### config.mk
export PLATFORM = sky130hd
export DESIGN_NAME = rpc_pixel_server_flat
export DESIGN_NICKNAME = d
export VERILOG_FILES = /design/src/rtl/rpc_pixel_server_if.sv /design/src/rtl/rpc_pixel_server.sv /design/src/flat_wrapper.sv
export SDC_FILE = /design/constraint.sdc
export NUM_CORES = 2
export LEC_CHECK = 0
export BUFFER_PORTS_ARGS = -buffer_cell sky130_fd_sc_hd__buf_2
export CORE_MARGIN = 2
export CORE_UTILIZATION = 50
export DETAILED_ROUTE_END_ITERATION = 8
export GPL_ROUTABILITY_DRIVEN = 0
export MAX_ROUTING_LAYER = met4
export PLACE_DENSITY = 0.66
export SYNTH_ARGS = -nofsm -noshare
export SYNTH_HDL_FRONTEND = slang
export SYNTH_SLANG_ARGS = --single-unit
export TNS_END_PERCENT = 1
### constraint.sdc
create_clock -name clk -period 4.65 [get_ports clk]
set_clock_uncertainty 0.1 [all_clocks]
set_input_delay 0.6975 -clock clk [delete_from_list [all_inputs] [get_ports clk]]
set_output_delay 0.6975 -clock clk [all_outputs]
set_load 0.005 [all_outputs]
### src/rtl/rpc_pixel_server_if.sv
// rpc_pixel_server_if
// Call/return bus for the pixel RPC server. Every call uses a four-phase
// req/ack handshake; arguments travel with the req, results with the ack.
//   slave  modport : the server (samples reqs and args, drives acks and results)
//   master modport : the client (drives reqs and args, samples acks and results)
interface rpc_pixel_server_if;
    logic        start_req;
    logic        start_ack;
    logic        get_id_req;
    logic        get_id_ack;
    logic [31:0] get_id_return;
    logic        setget_pixel_req;
    logic        setget_pixel_ack;
    logic [31:0] setget_pixel_x;
    logic [31:0] setget_pixel_y;
    logic        setget_pixel_readf;
    logic [7:0]  setget_pixel_wdata;
    logic [7:0]  setget_pixel_return;

    modport slave (
        input  start_req, get_id_req, setget_pixel_req,
        input  setget_pixel_x, setget_pixel_y, setget_pixel_readf, setget_pixel_wdata,
        output start_ack, get_id_ack, get_id_return,
        output setget_pixel_ack, setget_pixel_return
    );

    modport master (
        output start_req, get_id_req, setget_pixel_req,
        output setget_pixel_x, setget_pixel_y, setget_pixel_readf, setget_pixel_wdata,
        input  start_ack, get_id_ack, get_id_return,
        input  setget_pixel_ack, setget_pixel_return
    );
endinterface

### src/rtl/rpc_pixel_server.sv
// rpc_pixel_server
// Serves three RPC calls over four-phase handshakes, one call at a time:
//   start        - enables the other two calls (sticky until reset)
//   get_id       - returns SERVER_ID + number of get_id calls already served
//   setget_pixel - reads or writes one byte of a 2^XBITS x 2^YBITS frame
// Ports:
//   clk     : clock, rising edge
//   reset   : asynchronous, active-high
//   bus     : rpc_pixel_server_if.slave, all req/ack/argument/result signals
//   oob_err : (only with RPC_PIXEL_SERVER_ERRFLAG_EN defined) sticky flag set
//             by any out-of-range setget_pixel call, cleared only by reset
// Optional feature macro: RPC_PIXEL_SERVER_ERRFLAG_EN
module rpc_pixel_server #(
    parameter int          XBITS     = 4,
    parameter int          YBITS     = 4,
    parameter logic [31:0] SERVER_ID = 32'h0000_0019
) (
    input  logic clk,
    input  logic reset,
`ifdef RPC_PIXEL_SERVER_ERRFLAG_EN
    output logic oob_err,
`endif
    rpc_pixel_server_if.slave bus
);

    localparam int ABITS = XBITS + YBITS;
    localparam int DEPTH = 1 << ABITS;

    typedef enum logic [1:0] {
        ST_IDLE    = 2'd0,
        ST_EXEC    = 2'd1,
        ST_ACK     = 2'd2,
        ST_WAITLOW = 2'd3
    } state_t;

    typedef enum logic [1:0] {
        CALL_NONE  = 2'd0,
        CALL_START = 2'd1,
        CALL_ID    = 2'd2,
        CALL_PIXEL = 2'd3
    } call_t;

    // A signed coordinate is in range when every bit at or above 'bits' is
    // zero: that rejects both negatives and values >= 2^bits in one test.
    function automatic logic coord_in_range(input logic [31:0] c, input int bits);
        return (c >> bits) == 32'd0;
    endfunction

    state_t             state_r;
    state_t             state_next_s;
    call_t              call_r;
    call_t              call_next_s;
    logic               started_r;
    logic [31:0]        count_r;
    logic               start_ack_r;
    logic               get_id_ack_r;
    logic               pixel_ack_r;
    logic [31:0]        get_id_return_r;
    logic [7:0]         pixel_return_r;
    logic [ABITS-1:0]   addr_r;
    logic               in_range_r;
    logic               readf_r;
    logic [7:0]         wdata_r;
    logic               accept_start_s;
    logic               accept_id_s;
    logic               accept_pixel_s;
    logic               served_req_s;
    logic               arg_in_range_s;
    logic [ABITS-1:0]   arg_addr_s;
    logic [7:0]         mem_r [DEPTH];

    assign arg_in_range_s = coord_in_range(bus.setget_pixel_x, XBITS) &&
                            coord_in_range(bus.setget_pixel_y, YBITS);
    assign arg_addr_s     = {bus.setget_pixel_y[YBITS-1:0], bus.setget_pixel_x[XBITS-1:0]};

    // Next-state logic: priority accept in IDLE, hold in ACK while req is high.
    always_comb begin
        state_next_s   = state_r;
        call_next_s    = call_r;
        accept_start_s = 1'b0;
        accept_id_s    = 1'b0;
        accept_pixel_s = 1'b0;
        served_req_s   = 1'b0;

        case (call_r)
            CALL_START: served_req_s = bus.start_req;
            CALL_ID:    served_req_s = bus.get_id_req;
            CALL_PIXEL: served_req_s = bus.setget_pixel_req;
            default:    served_req_s = 1'b0;
        endcase

        case (state_r)
            ST_IDLE: begin
                if (bus.start_req) begin
                    accept_start_s = 1'b1;
                    call_next_s    = CALL_START;
                    state_next_s   = ST_ACK;
                end else if (started_r && bus.get_id_req) begin
                    accept_id_s  = 1'b1;
                    call_next_s  = CALL_ID;
                    state_next_s = ST_ACK;
                end else if (started_r && bus.setget_pixel_req) begin
                    accept_pixel_s = 1'b1;
                    call_next_s    = CALL_PIXEL;
                    state_next_s   = ST_EXEC;
                end else begin
                    call_next_s  = CALL_NONE;
                    state_next_s = ST_IDLE;
                end
            end
            ST_EXEC: state_next_s = ST_ACK;
            ST_ACK: begin
                // A req dropped early (before ack) simply falls through here.
                if (served_req_s) begin
                    state_next_s = ST_ACK;
                end else begin
                    state_next_s = ST_WAITLOW;
                end
            end
            ST_WAITLOW: begin
                state_next_s = ST_IDLE;
                call_next_s  = CALL_NONE;
            end
            default: begin
                state_next_s = ST_IDLE;
                call_next_s  = CALL_NONE;
            end
        endcase
    end

    // State, acks, results and latched call arguments.
    always_ff @(posedge clk or posedge reset) begin
        if (reset) begin
            state_r         <= ST_IDLE;
            call_r          <= CALL_NONE;
            started_r       <= 1'b0;
            count_r         <= 32'd0;
            start_ack_r     <= 1'b0;
            get_id_ack_r    <= 1'b0;
            pixel_ack_r     <= 1'b0;
            get_id_return_r <= 32'd0;
            pixel_return_r  <= 8'h00;
            addr_r          <= '0;
            in_range_r      <= 1'b0;
            readf_r         <= 1'b0;
            wdata_r         <= 8'h00;
        end else begin
            state_r      <= state_next_s;
            call_r       <= call_next_s;
            // Acks follow the next state so exactly one is high, only in ACK.
            start_ack_r  <= (state_next_s == ST_ACK) && (call_next_s == CALL_START);
            get_id_ack_r <= (state_next_s == ST_ACK) && (call_next_s == CALL_ID);
            pixel_ack_r  <= (state_next_s == ST_ACK) && (call_next_s == CALL_PIXEL);
            if (accept_start_s) begin
                started_r <= 1'b1;
            end
            if (accept_id_s) begin
                get_id_return_r <= SERVER_ID + count_r;
                count_r         <= count_r + 32'd1;
            end
            if (accept_pixel_s) begin
                addr_r     <= arg_addr_s;
                in_range_r <= arg_in_range_s;
                readf_r    <= bus.setget_pixel_readf;
                wdata_r    <= bus.setget_pixel_wdata;
            end
            if ((state_r == ST_EXEC) && readf_r) begin
                pixel_return_r <= in_range_r ? mem_r[addr_r] : 8'h00;
            end
        end
    end

    // Frame memory write port; contents deliberately survive reset.
    always_ff @(posedge clk) begin
        if ((state_r == ST_EXEC) && !readf_r && in_range_r) begin
            mem_r[addr_r] <= wdata_r;
        end
    end

`ifdef RPC_PIXEL_SERVER_ERRFLAG_EN
    logic oob_err_r;

    // Sticky out-of-range flag, set while executing a bad pixel call.
    always_ff @(posedge clk or posedge reset) begin
        if (reset) begin
            oob_err_r <= 1'b0;
        end else if ((state_r == ST_EXEC) && !in_range_r) begin
            oob_err_r <= 1'b1;
        end
    end

    assign oob_err = oob_err_r;
`endif

    assign bus.start_ack           = start_ack_r;
    assign bus.get_id_ack          = get_id_ack_r;
    assign bus.get_id_return       = get_id_return_r;
    assign bus.setget_pixel_ack    = pixel_ack_r;
    assign bus.setget_pixel_return = pixel_return_r;

endmodule

### src/flat_wrapper.sv
// flat-port wrapper written by rule: the top's interface ports become plain ports
module rpc_pixel_server_flat 
#(
    parameter int          XBITS     = 4,
    parameter int          YBITS     = 4,
    parameter logic [31:0] SERVER_ID = 32'h0000_0019
)
  (clk, reset, bus_start_req, bus_get_id_req, bus_setget_pixel_req, bus_setget_pixel_x, bus_setget_pixel_y, bus_setget_pixel_readf, bus_setget_pixel_wdata, bus_start_ack, bus_get_id_ack, bus_get_id_return, bus_setget_pixel_ack, bus_setget_pixel_return);
  rpc_pixel_server_if bus_i ();
  input  logic clk;
  input  logic reset;
  input wire logic [$bits(bus_i.start_req)-1:0] bus_start_req;
  input wire logic [$bits(bus_i.get_id_req)-1:0] bus_get_id_req;
  input wire logic [$bits(bus_i.setget_pixel_req)-1:0] bus_setget_pixel_req;
  input wire logic [$bits(bus_i.setget_pixel_x)-1:0] bus_setget_pixel_x;
  input wire logic [$bits(bus_i.setget_pixel_y)-1:0] bus_setget_pixel_y;
  input wire logic [$bits(bus_i.setget_pixel_readf)-1:0] bus_setget_pixel_readf;
  input wire logic [$bits(bus_i.setget_pixel_wdata)-1:0] bus_setget_pixel_wdata;
  output wire logic [$bits(bus_i.start_ack)-1:0] bus_start_ack;
  output wire logic [$bits(bus_i.get_id_ack)-1:0] bus_get_id_ack;
  output wire logic [$bits(bus_i.get_id_return)-1:0] bus_get_id_return;
  output wire logic [$bits(bus_i.setget_pixel_ack)-1:0] bus_setget_pixel_ack;
  output wire logic [$bits(bus_i.setget_pixel_return)-1:0] bus_setget_pixel_return;
  assign bus_i.start_req = bus_start_req;
  assign bus_i.get_id_req = bus_get_id_req;
  assign bus_i.setget_pixel_req = bus_setget_pixel_req;
  assign bus_i.setget_pixel_x = bus_setget_pixel_x;
  assign bus_i.setget_pixel_y = bus_setget_pixel_y;
  assign bus_i.setget_pixel_readf = bus_setget_pixel_readf;
  assign bus_i.setget_pixel_wdata = bus_setget_pixel_wdata;
  assign bus_start_ack = bus_i.start_ack;
  assign bus_get_id_ack = bus_i.get_id_ack;
  assign bus_get_id_return = bus_i.get_id_return;
  assign bus_setget_pixel_ack = bus_i.setget_pixel_ack;
  assign bus_setget_pixel_return = bus_i.setget_pixel_return;
  rpc_pixel_server #(.XBITS(XBITS), .YBITS(YBITS), .SERVER_ID(SERVER_ID)) u_core (.clk(clk), .reset(reset), .bus(bus_i));
endmodule
-- Word level (Yosys, flattened, before mapping)
Memory sizes are Yosys's and may differ from the RTL's.
Cells that the tools add are included.
- equality and inequality tests: 10
- $add $sub $neg: 2
- reduce and logical (&&, ||, !) cells: 13
- muxes and demuxes: 22
- operator list (kind ; count):
    32-bit zero test ; 2
    32-bit by 1-bit adder with 32-bit output (second input constant) ; 1
    5-bit by 32-bit adder with 32-bit output (first input constant) ; 1
    2-bit == test (second input constant) ; 7
    1-bit two-way mux ; 13
    2-bit two-way mux ; 5
    1-bit logical AND ; 9
    8-bit two-way mux ; 1
    2-bit case mux with 4 select lines ; 1
    2-bit by 1-bit == test with 1-bit output (second input constant) ; 3
    2-bit case mux with 2 select lines ; 1
    1-bit case mux with 3 select lines ; 1
    2-bit zero test ; 1
    1-bit zero test ; 1
- memories kept: 1
- bits of input ports: 78
- bits in registers: 98
- output and inout bits: 43
- memory bits (writable): 2048
- word-level logic and storage cells: 61
- memory list (name ; depth ; width ; rd ports ; clocked after memory_dff ; wr ports ; line ; source):
    u_core.mem_r ; 256 ; 8 ; 1 ; 0 ; 1 ; rpc_pixel_server.sv:70 ; logic [7:0] mem_r [DEPTH];

-- Depth between registers and ports, before layout
- depth after elaboration: 7
- depth in mapped cells: 13
- mapped depth without buffers: 9

-- Least setup slack after synthesis
OpenSTA, ideal clock, no wires.
- path kind: register to register
- from: register u_core.wdata_r[0]
- to: memory u_core.mem_r[0][0] (data pin)
- buffers on the path: 0
- clock period less this slack: 4.084 ns
- stages on the path, launching flop included: 1
- data required time: 3.747 ns
- data arrival time: 3.181 ns
- library setup time: 0.803 ns
- path slack: 0.566 ns
- path through: dfrtp_1
- RTL lines (item ; line ; source):
    from (decl) ; rpc_pixel_server.sv:63 ; logic [7:0] wdata_r;
    from (signal assigned) ; rpc_pixel_server.sv:165 ; wdata_r <= bus.setget_pixel_wdata;
    to (decl) ; rpc_pixel_server.sv:70 ;
No word-level cell before the write port.

-- Final worst setup path
- from: register u_core.addr_r[1]
- to: register u_core.pixel_return_r[6], in the netlist u_core.bus.setget_pixel_return[6]
- word-level cells in the longest chain between the ends: 2
- ends and longest elaborated chain (item ; line ; source):
    from (decl) ; rpc_pixel_server.sv:60 ; logic [ABITS-1:0] addr_r;
    from (signal assigned) ; rpc_pixel_server.sv:162 ; addr_r <= arg_addr_s;
    memory 256 x 8 bit ; - ;
    8-bit two-way mux ; rpc_pixel_server.sv:168 ; pixel_return_r <= in_range_r ? mem_r[addr_r] : 8'h00;
    to (signal assigned) ; rpc_pixel_server.sv:168 ;
    to (decl) ; rpc_pixel_server.sv:59 ; logic [7:0] pixel_return_r;
Every way passes these cells.
A chain may end at the register's enable or synchronous reset.

==> results.sh <==
export IMPL_status="finished clean"
export IMPL_rsz0062_at_grt="no"
export IMPL_worst_path_max_fanout=79
export IMPL_cp_slowest_cell="dfrtp_4"
export IMPL_ios=121
export IMPL_max_cap_viol_count=0
export IMPL_hold_class="input port to flop"
export IMPL_synth_edff_count=2048
export IMPL_cts_buffer_depth=3
export IMPL_area_delta_synth_final_pct=14.2
export IMPL_cp_arrival_ps=4850
export IMPL_numCtsBuffers=208
export IMPL_core_area_um2=165000
export IMPL_rows=149
export IMPL_grt_overflow_total=0
export IMPL_min_period_ps=4230
export IMPL_cts_max_level=4
export IMPL_r2r_start="u_core.addr_r[1]"
export IMPL_first_pass_iters=6
export IMPL_r2r_slack_ps=420
export IMPL_postRouteAntennaNets=0
export IMPL_slew_headroom_pct=25.6
export IMPL_synthFlopType="edfxtp_1"
export IMPL_yosysTopAreaCellShare_pct=73.7
export IMPL_die_h_um=413
export IMPL_clkSinkCount=2143
export IMPL_setup_tns_final_ps=0
export IMPL_setup_ws_ps=421
export IMPL_worstSetupStartpoint="u_core.addr_r[1]"
export IMPL_port_buffers=120
export IMPL_cp_required_ps=5270
export IMPL_cts_tree="yes"
export IMPL_insertion_delay_ps=830
export IMPL_vias_per_cell=6.15
export IMPL_antenna_found_initial=5
export IMPL_synthTopCellsByArea="edfxtp_1 (74%), mux4_2 (12%), dfrtp_1 (2.8%), mux2i_1 (2.2%), nor2_1 (1.5%)"
export IMPL_grt_max_degree=213
export IMPL_period_share_pct=90.9
export IMPL_synth_warnings=0
export IMPL_drtIter0Drc=5286
export IMPL_end_kind="flop"
export IMPL_start_kind="flop"
export IMPL_hold_viol=0
export IMPL_async_reset_ff_share_pct=4.43
export IMPL_grt_pass1_wl_mm=298
export IMPL_r2r_end="u_core.bus.setget_pixel_return[6]"
export IMPL_yosysUniqueCellTypes=62
export IMPL_leakage_nw=30.8
export IMPL_peakVddDrop_uv=682
export IMPL_nets=4696
export IMPL_drv_slew=0
export IMPL_worstMarginPinSlew_ps=1100
export IMPL_drive_above_1_share_pct=26.1
export IMPL_crit_chain="buf_12, mux2i_1, o21ai_0, nor3_1, a41o_1, o211ai_1, a32o_1"
export IMPL_nFillCells=12000
export IMPL_synth_seq_area_share_pct=76.5
export IMPL_fmax_mhz=236
export IMPL_die_area_um2=170000
export IMPL_r2r_cells=7
export IMPL_place_ws_ps=498
export IMPL_syn_inst=4152
export IMPL_cpPeakStageDelay_ps=1020
export IMPL_initial_core_util_pct=50.5
export IMPL_crit_end="u_core.bus.setget_pixel_return[6]"
export IMPL_die_w_um=413
export IMPL_syn_nets=4234
export IMPL_critPathKind="flop to flop"
export IMPL_clk_pin_slew_worst_paths_ps=60
export IMPL_syn_area_um2=83500
export IMPL_dp_hpwl_mm=130
export IMPL_drc_errors=0
export IMPL_grt_pass1_vias=42100
export IMPL_power_density_nw_per_um2=604
export IMPL_wire_per_inst_um=29.4
export IMPL_dr_total_vias=42900
export IMPL_finalSetupViolCount=0
export IMPL_cts_root_buffer="clkbuf_16"
export IMPL_synth_seq_cells=2143
export IMPL_yosysTopAreaCell="edfxtp_1"
export IMPL_grt_use_total_pct=25.0
export IMPL_wl_mm=206
export IMPL_synth_area_per_cell_um2=20.1
export IMPL_cts_resized=0
-- repair_timing --
action	in CTS	in global routing
hold buffers	15	0
hold endpoints to repair	56	0
buffers inserted	0	0
-- sequential cells by signal, indices dropped and copies added, names as in the netlist, 2 cells and up --
register	cells
u_core.call_r	2
u_core.wdata_r	8
u_core.bus.setget_pixel_return	8
u_core.state_r	2
u_core.bus.get_id_return	32
u_core.addr_r	8
u_core.mem_r	2048
u_core.count_r	29
-- synth_stat cells, types with 7 or more instances --
master	n
dfrtp_1	95
nor2b_1	22
inv_1	9
o221ai_1	16
buf_2	80
and2_1	8
o21ai_0	86
nor2_1	342
xnor2_1	32
a22oi_1	107
buf_1	20
o22ai_1	56
nor4_1	27
xor2_1	27
buf_4	28
edfxtp_1	2048
nand2b_1	10
mux2_2	34
or3_1	8
a32o_1	9
mux4_2	438
a21oi_1	50
nand3_1	43
clkbuf_1	98
nand4_1	12
buf_6	13
a221oi_1	7
nand2_1	107
nor3_1	12
a211oi_1	24
mux2i_1	187
a41oi_1	17
-- power breakdown --
group / internal [W] / switching, W
clock: 0.00920 / 0.00702
sequential: 0.0241 / 0.00114
combinational: 0.00605 / 0.0100
-- critical path, delay by kind of cell, from the launching register on --
| family | cells | cell delay [ps] |
|---|---|---|
| muxes | 1 | 730 |
| AOI/OAI and AO/OA | 4 | 1160 |
| buffers and inverters | 1 | 470 |
| DFF | 1 | 1020 |
| and+or+nand+nor | 1 | 510 |
-- layout make-up --
type                    count  area [um2]  share of cell area (%)
flip-flops and latches   2143       63900                    67.1
multi-input cells        1760       18300                    19.2
clock buffers             273        5500                    5.77
repair buffers            492        3760                    3.94
well taps                2189        2740                    2.87
clock inverters           112        1010                    1.06
inverters                   9        37.5                  0.0394
diodes                      4        10.0                  0.0105
-- layout by cell type (no fill, tap or decap), types with 6 or more instances in the layout --
cell | synthesis | layout
a211oi_1 | 24 | 24
a21oi_1 | 50 | 50
a221oi_1 | 7 | 7
a22oi_1 | 107 | 107
a32o_1 | 9 | 9
a41oi_1 | 17 | 17
and2_1 | 8 | 8
and3_1 | 6 | 6
buf_12 | 1 | 26
buf_2 | 80 | 120
buf_4 | 28 | 331
bufinv_16 | 0 | 16
clkbuf_1 | 98 | 62
clkbuf_16 | 0 | 210
clkinv_1 | 0 | 48
clkinv_2 | 0 | 35
dfrtp_1 | 95 | 81
dfrtp_4 | 0 | 11
dlygate4sd3_1 | 0 | 15
edfxtp_1 | 2048 | 2048
inv_1 | 9 | 7
mux2_2 | 34 | 34
mux2i_1 | 187 | 187
mux4_2 | 438 | 438
nand2_1 | 107 | 107
nand2b_1 | 10 | 10
nand3_1 | 43 | 43
nand4_1 | 12 | 12
nor2_1 | 342 | 340
nor2b_1 | 22 | 19
nor3_1 | 12 | 11
nor4_1 | 27 | 27
o21ai_0 | 86 | 86
o221ai_1 | 16 | 16
o22ai_1 | 56 | 56
or3_1 | 8 | 8
or4_1 | 6 | 6
xnor2_1 | 32 | 32
xor2_1 | 27 | 27
-- per-stage QoR --
| step | utilization, % | instance area (um2) | std cells | power, W | hold slack, ps |
|---|---|---|---|---|---|
| 2_1_floorplan | - | 83500 | 4152 | 0.0356 | 364 |
| 6_report | 57.6 | 95300 | 6982 | 0.0575 | 92.9 |
| 3_5_place_dp | 53.6 | 88700 | 6578 | 0.0417 | 365 |
| 3_3_place_gp | 53.6 | 88700 | 6578 | 0.0415 | 357 |
| 4_1_cts | 57.6 | 95300 | 6978 | 0.0578 | 42.1 |
| 5_1_grt | 57.6 | 95300 | 6981 | 0.0594 | 74.2 |
-- per-layer routing --
metal  up-vias  wire, um  track usage [%]  share of wire [%]
met1     22600     83100             34.7                 40
met5         -         0                -                  0
met2      1980     99400             38.4                 48
met4         0      5820             7.51                2.8
met3       328     17200             4.30                8.4
li1      18000         -                -                  -
-- worst min-delay path by stage --
stage,startpoint,endpoint,slack [ps],cells past startpoint
after detailed placement,u_core.bus.get_id_return[21],u_core.bus.get_id_return[21],370,2
after floorplan,u_core.count_r[31],u_core.count_r[31],360,1
after global placement,u_core.bus.get_id_return[6],u_core.bus.get_id_return[6],360,2
after global routing,bus_setget_pixel_y[1],u_core.addr_r[5],70,2
final,bus_setget_pixel_y[1],u_core.addr_r[5],90,2
after CTS,bus_setget_pixel_y[1],u_core.addr_r[5],40,2
-- logic make-up after synthesis --
logic type               synth area share (%)
multiplexers                             14.6
AO/OA/AOI/OAI                            3.27
adder cells (fa/ha/maj)                0.0600
AND/OR/NAND/NOR                          3.37
buffers and inverters                    1.50
flip-flops                               76.5
XOR/XNOR                                0.619
No activity file was read; power rests on OpenSTA's default activity.
